File: src/rtl/mem_stage_if.sv
// Memory-stage bundle: upstream X/M instruction, memory bus and M/W result.
interface mem_stage_if #(
  parameter int unsigned ADDR_W = 32
);

  // upstream X/M side
  logic              in_valid;
  logic [31:0]       in_insn;
  logic [31:0]       in_o;
  logic [31:0]       in_b;
  logic              stall;

  // memory bus
  logic              mem_req;
  logic              mem_we;
  logic [ADDR_W-1:0] mem_addr;
  logic [31:0]       mem_wdata;
  logic [3:0]        mem_be;
  logic              mem_ack;
  logic [31:0]       mem_rdata;

  // M/W result
  logic              out_valid;
  logic [31:0]       out_insn;
  logic [31:0]       out_o;
  logic [31:0]       out_d;
  logic              out_err;

  // the memory stage itself: drives the memory bus and the result
  modport master (
    input  in_valid, in_insn, in_o, in_b, mem_ack, mem_rdata,
    output stall, mem_req, mem_we, mem_addr, mem_wdata, mem_be,
           out_valid, out_insn, out_o, out_d, out_err
  );

  // the surroundings: upstream pipeline, memory and the W stage
  modport slave (
    output in_valid, in_insn, in_o, in_b, mem_ack, mem_rdata,
    input  stall, mem_req, mem_we, mem_addr, mem_wdata, mem_be,
           out_valid, out_insn, out_o, out_d, out_err
  );

endinterface

File: src/rtl/mem_stage_ctrl.sv
// Memory-stage controller: issues one load/store at a time, stalls upstream
// while waiting for the ack, aborts on timeout, and forms the M/W result.
module mem_stage_ctrl #(
  parameter int unsigned ADDR_W      = 32,
  parameter int unsigned TIMEOUT     = 16,
  parameter bit          LOAD_SIGNED = 1'b1
) (
  input  logic         clock,
  input  logic         reset,
  mem_stage_if.master  bus
);

  localparam int unsigned CNT_W    = (TIMEOUT > 1) ? $clog2(TIMEOUT) : 1;
  localparam int unsigned TMO_LAST = (TIMEOUT > 0) ? TIMEOUT - 1 : 0;

  localparam logic [4:0] OP_SW = 5'b00111;
  localparam logic [4:0] OP_LW = 5'b01000;
  localparam logic [4:0] OP_LB = 5'b01001;
  localparam logic [4:0] OP_LH = 5'b01010;
  localparam logic [4:0] OP_SB = 5'b01011;
  localparam logic [4:0] OP_SH = 5'b01100;

  localparam logic [1:0] SZ_W = 2'd0;
  localparam logic [1:0] SZ_H = 2'd1;
  localparam logic [1:0] SZ_B = 2'd2;

  typedef enum logic {IDLE = 1'b0, WAIT = 1'b1} state_t;

  state_t           state, state_nx;
  logic [CNT_W-1:0] cnt, cnt_nx;

  // command captured at accept, used when the access completes
  logic             cmd_store;
  logic [1:0]       cmd_size;
  logic [1:0]       cmd_lane;
  logic [31:0]      cmd_insn;
  logic [31:0]      cmd_o;

  // decode of the presented instruction
  logic [4:0]       op;
  logic             is_mem;
  logic             is_store;
  logic [1:0]       size;
  logic [1:0]       lane;
  logic             misalign;
  logic [3:0]       be_dec;
  logic [31:0]      wdata_dec;
  logic             accept;
  logic             tmo_hit;
  logic [31:0]      load_data;

  // next values of the registered outputs
  logic              mem_req_nx;
  logic              mem_we_nx;
  logic [ADDR_W-1:0] mem_addr_nx;
  logic [31:0]       mem_wdata_nx;
  logic [3:0]        mem_be_nx;
  logic              out_valid_nx;
  logic [31:0]       out_insn_nx;
  logic [31:0]       out_o_nx;
  logic [31:0]       out_d_nx;
  logic              out_err_nx;

  // stall is a direct decode of the state flop
  assign bus.stall = (state == WAIT);

  // Decode opcode, access size, alignment, lane enables and store data
  always_comb begin
    op       = bus.in_insn[31:27];
    lane     = bus.in_o[1:0];
    is_mem   = 1'b1;
    is_store = 1'b0;
    size     = SZ_W;
    case (op)
      OP_SW:   begin is_store = 1'b1; size = SZ_W; end
      OP_LW:   size = SZ_W;
      OP_LB:   size = SZ_B;
      OP_LH:   size = SZ_H;
      OP_SB:   begin is_store = 1'b1; size = SZ_B; end
      OP_SH:   begin is_store = 1'b1; size = SZ_H; end
      default: is_mem = 1'b0;
    endcase
    case (size)
      SZ_W: begin
        misalign  = (lane != 2'b00);
        be_dec    = 4'b1111;
        wdata_dec = bus.in_b;
      end
      SZ_H: begin
        misalign  = lane[0];
        be_dec    = lane[1] ? 4'b1100 : 4'b0011;
        wdata_dec = {bus.in_b[15:0], bus.in_b[15:0]};
      end
      default: begin
        misalign  = 1'b0;
        be_dec    = 4'b0001 << lane;
        wdata_dec = {4{bus.in_b[7:0]}};
      end
    endcase
    accept  = (state == IDLE) && bus.in_valid && is_mem && !misalign;
    tmo_hit = (TIMEOUT != 0) && (cnt == CNT_W'(TMO_LAST));
  end

  // Select and extend the returned lane for the pending load
  always_comb begin
    logic [15:0] half;
    logic [7:0]  byte_v;
    half   = cmd_lane[1] ? bus.mem_rdata[31:16] : bus.mem_rdata[15:0];
    case (cmd_lane)
      2'd0:    byte_v = bus.mem_rdata[7:0];
      2'd1:    byte_v = bus.mem_rdata[15:8];
      2'd2:    byte_v = bus.mem_rdata[23:16];
      default: byte_v = bus.mem_rdata[31:24];
    endcase
    case (cmd_size)
      SZ_H:    load_data = LOAD_SIGNED ? {{16{half[15]}}, half} : {16'h0000, half};
      SZ_B:    load_data = LOAD_SIGNED ? {{24{byte_v[7]}}, byte_v} : {24'h000000, byte_v};
      default: load_data = bus.mem_rdata;
    endcase
    if (cmd_store) begin
      load_data = 32'h0000_0000;
    end
  end

  // Next state and WAIT-cycle counter
  always_comb begin
    state_nx = state;
    cnt_nx   = cnt;
    case (state)
      IDLE: begin
        if (accept) begin
          state_nx = WAIT;
          cnt_nx   = '0;
        end
      end
      WAIT: begin
        if (bus.mem_ack) begin
          state_nx = IDLE;
        end else if (tmo_hit) begin
          state_nx = IDLE;
          cnt_nx   = '0;
        end else begin
          cnt_nx = cnt + CNT_W'(1);
        end
      end
      default: state_nx = IDLE;
    endcase
  end

  // Next values of memory command and M/W result
  always_comb begin
    mem_req_nx   = bus.mem_req;
    mem_we_nx    = bus.mem_we;
    mem_addr_nx  = bus.mem_addr;
    mem_wdata_nx = bus.mem_wdata;
    mem_be_nx    = bus.mem_be;
    out_valid_nx = 1'b0;
    out_insn_nx  = bus.out_insn;
    out_o_nx     = bus.out_o;
    out_d_nx     = bus.out_d;
    out_err_nx   = bus.out_err;
    case (state)
      IDLE: begin
        if (accept) begin
          mem_req_nx   = 1'b1;
          mem_we_nx    = is_store;
          mem_addr_nx  = ADDR_W'({bus.in_o[31:2], 2'b00});
          mem_wdata_nx = wdata_dec;
          mem_be_nx    = be_dec;
        end else if (bus.in_valid) begin
          out_valid_nx = 1'b1;
          out_insn_nx  = bus.in_insn;
          out_o_nx     = bus.in_o;
          out_d_nx     = 32'h0000_0000;
          out_err_nx   = is_mem;
        end
      end
      WAIT: begin
        if (bus.mem_ack || tmo_hit) begin
          mem_req_nx   = 1'b0;
          out_valid_nx = 1'b1;
          out_insn_nx  = cmd_insn;
          out_o_nx     = cmd_o;
          out_d_nx     = bus.mem_ack ? load_data : 32'h0000_0000;
          out_err_nx   = !bus.mem_ack;
        end
      end
      default: ;
    endcase
  end

  // State, counter, captured command and registered outputs
  always_ff @(posedge clock) begin
    if (!reset) begin
      state         <= IDLE;
      cnt           <= '0;
      cmd_store     <= 1'b0;
      cmd_size      <= SZ_W;
      cmd_lane      <= 2'b00;
      cmd_insn      <= 32'h0000_0000;
      cmd_o         <= 32'h0000_0000;
      bus.mem_req   <= 1'b0;
      bus.mem_we    <= 1'b0;
      bus.mem_addr  <= '0;
      bus.mem_wdata <= 32'h0000_0000;
      bus.mem_be    <= 4'b0000;
      bus.out_valid <= 1'b0;
      bus.out_insn  <= 32'h0000_0000;
      bus.out_o     <= 32'h0000_0000;
      bus.out_d     <= 32'h0000_0000;
      bus.out_err   <= 1'b0;
    end else begin
      state         <= state_nx;
      cnt           <= cnt_nx;
      if (accept) begin
        cmd_store <= is_store;
        cmd_size  <= size;
        cmd_lane  <= lane;
        cmd_insn  <= bus.in_insn;
        cmd_o     <= bus.in_o;
      end
      bus.mem_req   <= mem_req_nx;
      bus.mem_we    <= mem_we_nx;
      bus.mem_addr  <= mem_addr_nx;
      bus.mem_wdata <= mem_wdata_nx;
      bus.mem_be    <= mem_be_nx;
      bus.out_valid <= out_valid_nx;
      bus.out_insn  <= out_insn_nx;
      bus.out_o     <= out_o_nx;
      bus.out_d     <= out_d_nx;
      bus.out_err   <= out_err_nx;
    end
  end

endmodule

File: src/flat_wrapper.sv
// flat-port wrapper written by rule: the top's interface ports become plain ports
module mem_stage_ctrl_flat 
#(
  parameter int unsigned ADDR_W      = 32,
  parameter int unsigned TIMEOUT     = 16,
  parameter bit          LOAD_SIGNED = 1'b1
)
  (clock, reset, bus_in_valid, bus_in_insn, bus_in_o, bus_in_b, bus_mem_ack, bus_mem_rdata, bus_stall, bus_mem_req, bus_mem_we, bus_mem_addr, bus_mem_wdata, bus_mem_be, bus_out_valid, bus_out_insn, bus_out_o, bus_out_d, bus_out_err);
  mem_stage_if #(.ADDR_W(ADDR_W)) bus_i ();
  input  logic clock;
  input  logic reset;
  input wire logic [$bits(bus_i.in_valid)-1:0] bus_in_valid;
  input wire logic [$bits(bus_i.in_insn)-1:0] bus_in_insn;
  input wire logic [$bits(bus_i.in_o)-1:0] bus_in_o;
  input wire logic [$bits(bus_i.in_b)-1:0] bus_in_b;
  input wire logic [$bits(bus_i.mem_ack)-1:0] bus_mem_ack;
  input wire logic [$bits(bus_i.mem_rdata)-1:0] bus_mem_rdata;
  output wire logic [$bits(bus_i.stall)-1:0] bus_stall;
  output wire logic [$bits(bus_i.mem_req)-1:0] bus_mem_req;
  output wire logic [$bits(bus_i.mem_we)-1:0] bus_mem_we;
  output wire logic [$bits(bus_i.mem_addr)-1:0] bus_mem_addr;
  output wire logic [$bits(bus_i.mem_wdata)-1:0] bus_mem_wdata;
  output wire logic [$bits(bus_i.mem_be)-1:0] bus_mem_be;
  output wire logic [$bits(bus_i.out_valid)-1:0] bus_out_valid;
  output wire logic [$bits(bus_i.out_insn)-1:0] bus_out_insn;
  output wire logic [$bits(bus_i.out_o)-1:0] bus_out_o;
  output wire logic [$bits(bus_i.out_d)-1:0] bus_out_d;
  output wire logic [$bits(bus_i.out_err)-1:0] bus_out_err;
  assign bus_i.in_valid = bus_in_valid;
  assign bus_i.in_insn = bus_in_insn;
  assign bus_i.in_o = bus_in_o;
  assign bus_i.in_b = bus_in_b;
  assign bus_i.mem_ack = bus_mem_ack;
  assign bus_i.mem_rdata = bus_mem_rdata;
  assign bus_stall = bus_i.stall;
  assign bus_mem_req = bus_i.mem_req;
  assign bus_mem_we = bus_i.mem_we;
  assign bus_mem_addr = bus_i.mem_addr;
  assign bus_mem_wdata = bus_i.mem_wdata;
  assign bus_mem_be = bus_i.mem_be;
  assign bus_out_valid = bus_i.out_valid;
  assign bus_out_insn = bus_i.out_insn;
  assign bus_out_o = bus_i.out_o;
  assign bus_out_d = bus_i.out_d;
  assign bus_out_err = bus_i.out_err;
  mem_stage_ctrl #(.ADDR_W(ADDR_W), .TIMEOUT(TIMEOUT), .LOAD_SIGNED(LOAD_SIGNED)) u_core (.clock(clock), .reset(reset), .bus(bus_i));
endmodule
File: config.mk
export PLATFORM = sky130hd
export DESIGN_NAME = mem_stage_ctrl_flat
export DESIGN_NICKNAME = d
export VERILOG_FILES = /design/src/rtl/mem_stage_if.sv /design/src/rtl/mem_stage_ctrl.sv /design/src/flat_wrapper.sv
export SDC_FILE = /design/constraint.sdc
export NUM_CORES = 1
export LEC_CHECK = 0
export CAP_MARGIN = 20
export CORE_UTILIZATION = 50
export CTS_CLUSTER_DIAMETER = 150
export DETAILED_ROUTE_END_ITERATION = 10
export PLACE_DENSITY = 0.85
export SKIP_CTS_REPAIR_TIMING = 1
export SLEW_MARGIN = 10
export SYNTH_ARGS = -nofsm -noshare
export SYNTH_HDL_FRONTEND = slang
export SYNTH_SLANG_ARGS = --single-unit
File: constraint.sdc
create_clock -name clock -period 3.6 [get_ports clock]
set_clock_uncertainty 0.2 [all_clocks]
set_input_delay 0.72 -clock clock [delete_from_list [all_inputs] [get_ports clock]]
set_output_delay 0.72 -clock clock [all_outputs]
set_load 0.05 [all_outputs]
==> results.ini <==
[detailed_routing]
dr.first_iter.drc_count=799
final_antenna_net_count=0
drc=0
post_drt_wl_per_cell_um=18.1
detail_route.vias_per_cell=5.71
postRouteWirelength_um=29500
via_count=9301
number_of_detailed_route_iterations_in_the_first_pass=5

[floorplanning]
core_um2=18800
design.die.area_um2=19800
design.portCount=301
initial_utilization=0.512
rows=50
fp.dieH_um=141
die_w_um=141

[grt]
grt_max_degree=199
grt.total_usage=0.291
grt_antenna_before_repair=0
grt-ovfl-total=0
grt.met1_usage=0.344
global_route.peak_usage_layer=met2
global_route.usage.met3=0.0771
met2_global_route_usage=0.507
grt_pass1_vias=9101
grt_first_pass_wirelength_um=46600

[finish]
nFillCells=1417
stdcell_area_um2=13700
n_antenna_cell=0
area.growth.synth_to_final_pct=42.4
regArea_um2=4760
num-nets-final=1513
multiInputGateArea_um2=4380
layout-drive-gt1-share=0.117

[critical_path]
end_kind=register
ff2ff_path_depth=7
worst_ep_arrival_time_ns=3.32
critPathRequiredTime_ns=3.81
timing.rr.end=u_core.bus.out_insn[2]$_SDFFE_PN0P_
worst-setup-path-type=primary input to register
worst-path-max-fanout=77
reg2reg_setup_slack_ns=0.95
startpoint=bus_in_insn[30]
worstSetupEndpoint=u_core.bus.mem_wdata[20]$_SDFFE_PN0P_
timing.critical_path.from_type=primary input
r2r_start=u_core.cnt[0]$_SDFFE_PN0P_

[sta]
finalSetupViolCount=0
rsz0062_at_grt=false
hold_violations=0
drv_slew=0
finalWorstPathRequiredPeriod_ns=3.11
relSlewSlack=0.354
f_max_mhz=322
final.period_utilization=0.864
worst_pin_slew_ns=0.968
setup_tns_ns=0

[synth]
netlist-cell-type-count=54
netlist.area_leader.share=0.496
synth_async_sr_flop_share=0
yosysSeqAreaShare=0.496
yosys-top-cells-area=sky130_fd_sc_hd__dfxtp_1 (50%), sky130_fd_sc_hd__nand2_1 (8.7%), sky130_fd_sc_hd__o221a_2 (7.3%), sky130_fd_sc_hd__nor2_1 (6.5%), sky130_fd_sc_hd__a21oi_1 (6.1%)
ys_ff_latch=238
number_of_synthesis_warnings=0
synth.most_common_cell=sky130_fd_sc_hd__dfxtp_1
synth_common_cells=sky130_fd_sc_hd__dfxtp_1 (238), sky130_fd_sc_hd__nand2_1 (223), sky130_fd_sc_hd__nor2_1 (167)
yosysTopAreaCell=sky130_fd_sc_hd__dfxtp_1
synth_cells=1125
syn-mean-instance-area_um2=8.53
synth_ff_type=sky130_fd_sc_hd__dfxtp_1
post_synth_instance_area_um2=9600
synth_enable_flop_cells=0

[cts]
clk_pin_slew_ns=0.06
tritoncts_num_sinks=238
h_tree_levels=1
tritoncts.num_buffers=25
cts_tree=built
worstSkewPairLatency_ns=0.51
clock-root-buffer=sky130_fd_sc_hd__clkbuf_16
clockBufferDepth=3

[power]
power.density_nw_per_um2=481
vdd_ir_drop_max_mv=0.400
reported_leakage_power_uw=0.00527

[status]
outcome=complete, no violations

[place]
hpwl_um=19400
place.port_buffers=298
dpl-instance-area_um2=12800
gpl.final_weighted_congestion=0.891

[hold_path]
min_path_type=register to register

[job]
cap_viol_max_count=0

## metal layers
metal / part of all wire / up-vias
li1: - / 4434
met3: 0.079 / 63
met4: 0.032 / 0
met5: 0 / -
met1: 0.41 / 4453
met2: 0.48 / 351
## layout make-up
cell class              count  share of cell area
clock inverters             9             0.00924
clock buffers              36              0.0546
repair buffers            329               0.241
well taps                 234              0.0214
multi-input cells         769               0.320
inverters                  15             0.00448
flip-flops and latches    238               0.349
## worst min path at each step
stage               depth (start not counted)  slack [ns]                                to                              from
CTS                                         2        0.25     u_core.cmd_o[11]$_SDFFE_PN0P_     u_core.cmd_o[11]$_SDFFE_PN0P_
global route                                2        0.27  u_core.cmd_insn[18]$_SDFFE_PN0P_  u_core.cmd_insn[18]$_SDFFE_PN0P_
detailed placement                          2        0.25      u_core.cmd_o[8]$_SDFFE_PN0P_      u_core.cmd_o[8]$_SDFFE_PN0P_
global placement                            2        0.24  u_core.bus.out_o[1]$_SDFFE_PN0P_  u_core.bus.out_o[1]$_SDFFE_PN0P_
floorplan                                   1        0.22        u_core.cnt[3]$_SDFFE_PN0P_        u_core.cnt[3]$_SDFFE_PN0P_
finish                                      2        0.26     u_core.cmd_o[28]$_SDFFE_PN0P_     u_core.cmd_o[28]$_SDFFE_PN0P_
## cell usage in the layout (no fill, tap or decap), types with 9 or more instances in the layout
| cell type | n |
|---|---|
| sky130_fd_sc_hd__clkbuf_16 | 25 |
| sky130_fd_sc_hd__o221a_2 | 62 |
| sky130_fd_sc_hd__o21ai_0 | 17 |
| sky130_fd_sc_hd__dfxtp_1 | 238 |
| sky130_fd_sc_hd__a311oi_1 | 9 |
| sky130_fd_sc_hd__a32o_1 | 17 |
| sky130_fd_sc_hd__nor2b_1 | 9 |
| sky130_fd_sc_hd__buf_4 | 24 |
| sky130_fd_sc_hd__a21oi_1 | 117 |
| sky130_fd_sc_hd__a31o_2 | 15 |
| sky130_fd_sc_hd__nor2_1 | 166 |
| sky130_fd_sc_hd__mux2i_1 | 19 |
| sky130_fd_sc_hd__nand2_1 | 223 |
| sky130_fd_sc_hd__nand2b_1 | 21 |
| sky130_fd_sc_hd__clkdlybuf4s50_1 | 297 |
| sky130_fd_sc_hd__inv_1 | 14 |
| sky130_fd_sc_hd__a211oi_1 | 10 |
## sequential cells by signal, summed over array words and instances (netlist names), 4 cells and up
register and count:
u_core.bus.mem_be 4, u_core.bus.out_insn 32, u_core.bus.mem_wdata 32, u_core.bus.mem_addr 30
u_core.bus.out_o 32, u_core.cnt 4, u_core.cmd_o 32, u_core.cmd_insn 32
u_core.bus.out_d 32
## power by group
group / internal, uW / total, uW / switching, uW / leakage (uW)
registers: 2740 / 2800 / 59.4 / 0.00194
logic: 430 / 1070 / 644 / 0.00290
clock network: 1650 / 2710 / 1060 / 0.000432
total: 4820 / 6580 / 1760 / 0.00527
## metrics by stage
stage	std cells	setup slack (ns)	hold WS (ns)	total power [uW]	utilization
3_3_place_gp	1585	0.0968	0.241	3900	0.682
3_5_place_dp	1585	0.0193	0.247	3920	0.682
4_1_cts	1630	0.505	0.255	6610	0.728
6_report	1630	0.490	0.255	6580	0.728
2_1_floorplan	1126	0.907	0.223	3460	-
5_1_grt	1630	0.386	0.268	6800	0.728
## worst max-delay path: stages
cell and delay, ns:
sky130_fd_sc_hd__clkdlybuf4s50_1 0.61, sky130_fd_sc_hd__nand2b_1 0.16, sky130_fd_sc_hd__or3b_1 0.51, sky130_fd_sc_hd__buf_4 0.25
sky130_fd_sc_hd__a221oi_4 0.34, sky130_fd_sc_hd__buf_12 0.34, sky130_fd_sc_hd__nor2_1 0.09, sky130_fd_sc_hd__a211oi_1 0.27
## cell families (layout without fill, tap and decap cells)
kind of cell / Yosys count / in the layout / synth area share
AO/OA/AOI/OAI: 301 / 301 / 0.237
other: 1 / 2 / 0.000391
AND/OR/NAND/NOR: 441 / 441 / 0.187
XOR/XNOR: 1 / 1 / 0.000912
flip-flops: 238 / 238 / 0.496
buffers and inverters: 119 / 389 / 0.0524
multiplexers: 21 / 21 / 0.0222
adder cells (fa/ha/maj): 3 / 3 / 0.00391
(Power assumes the default switching activity.)
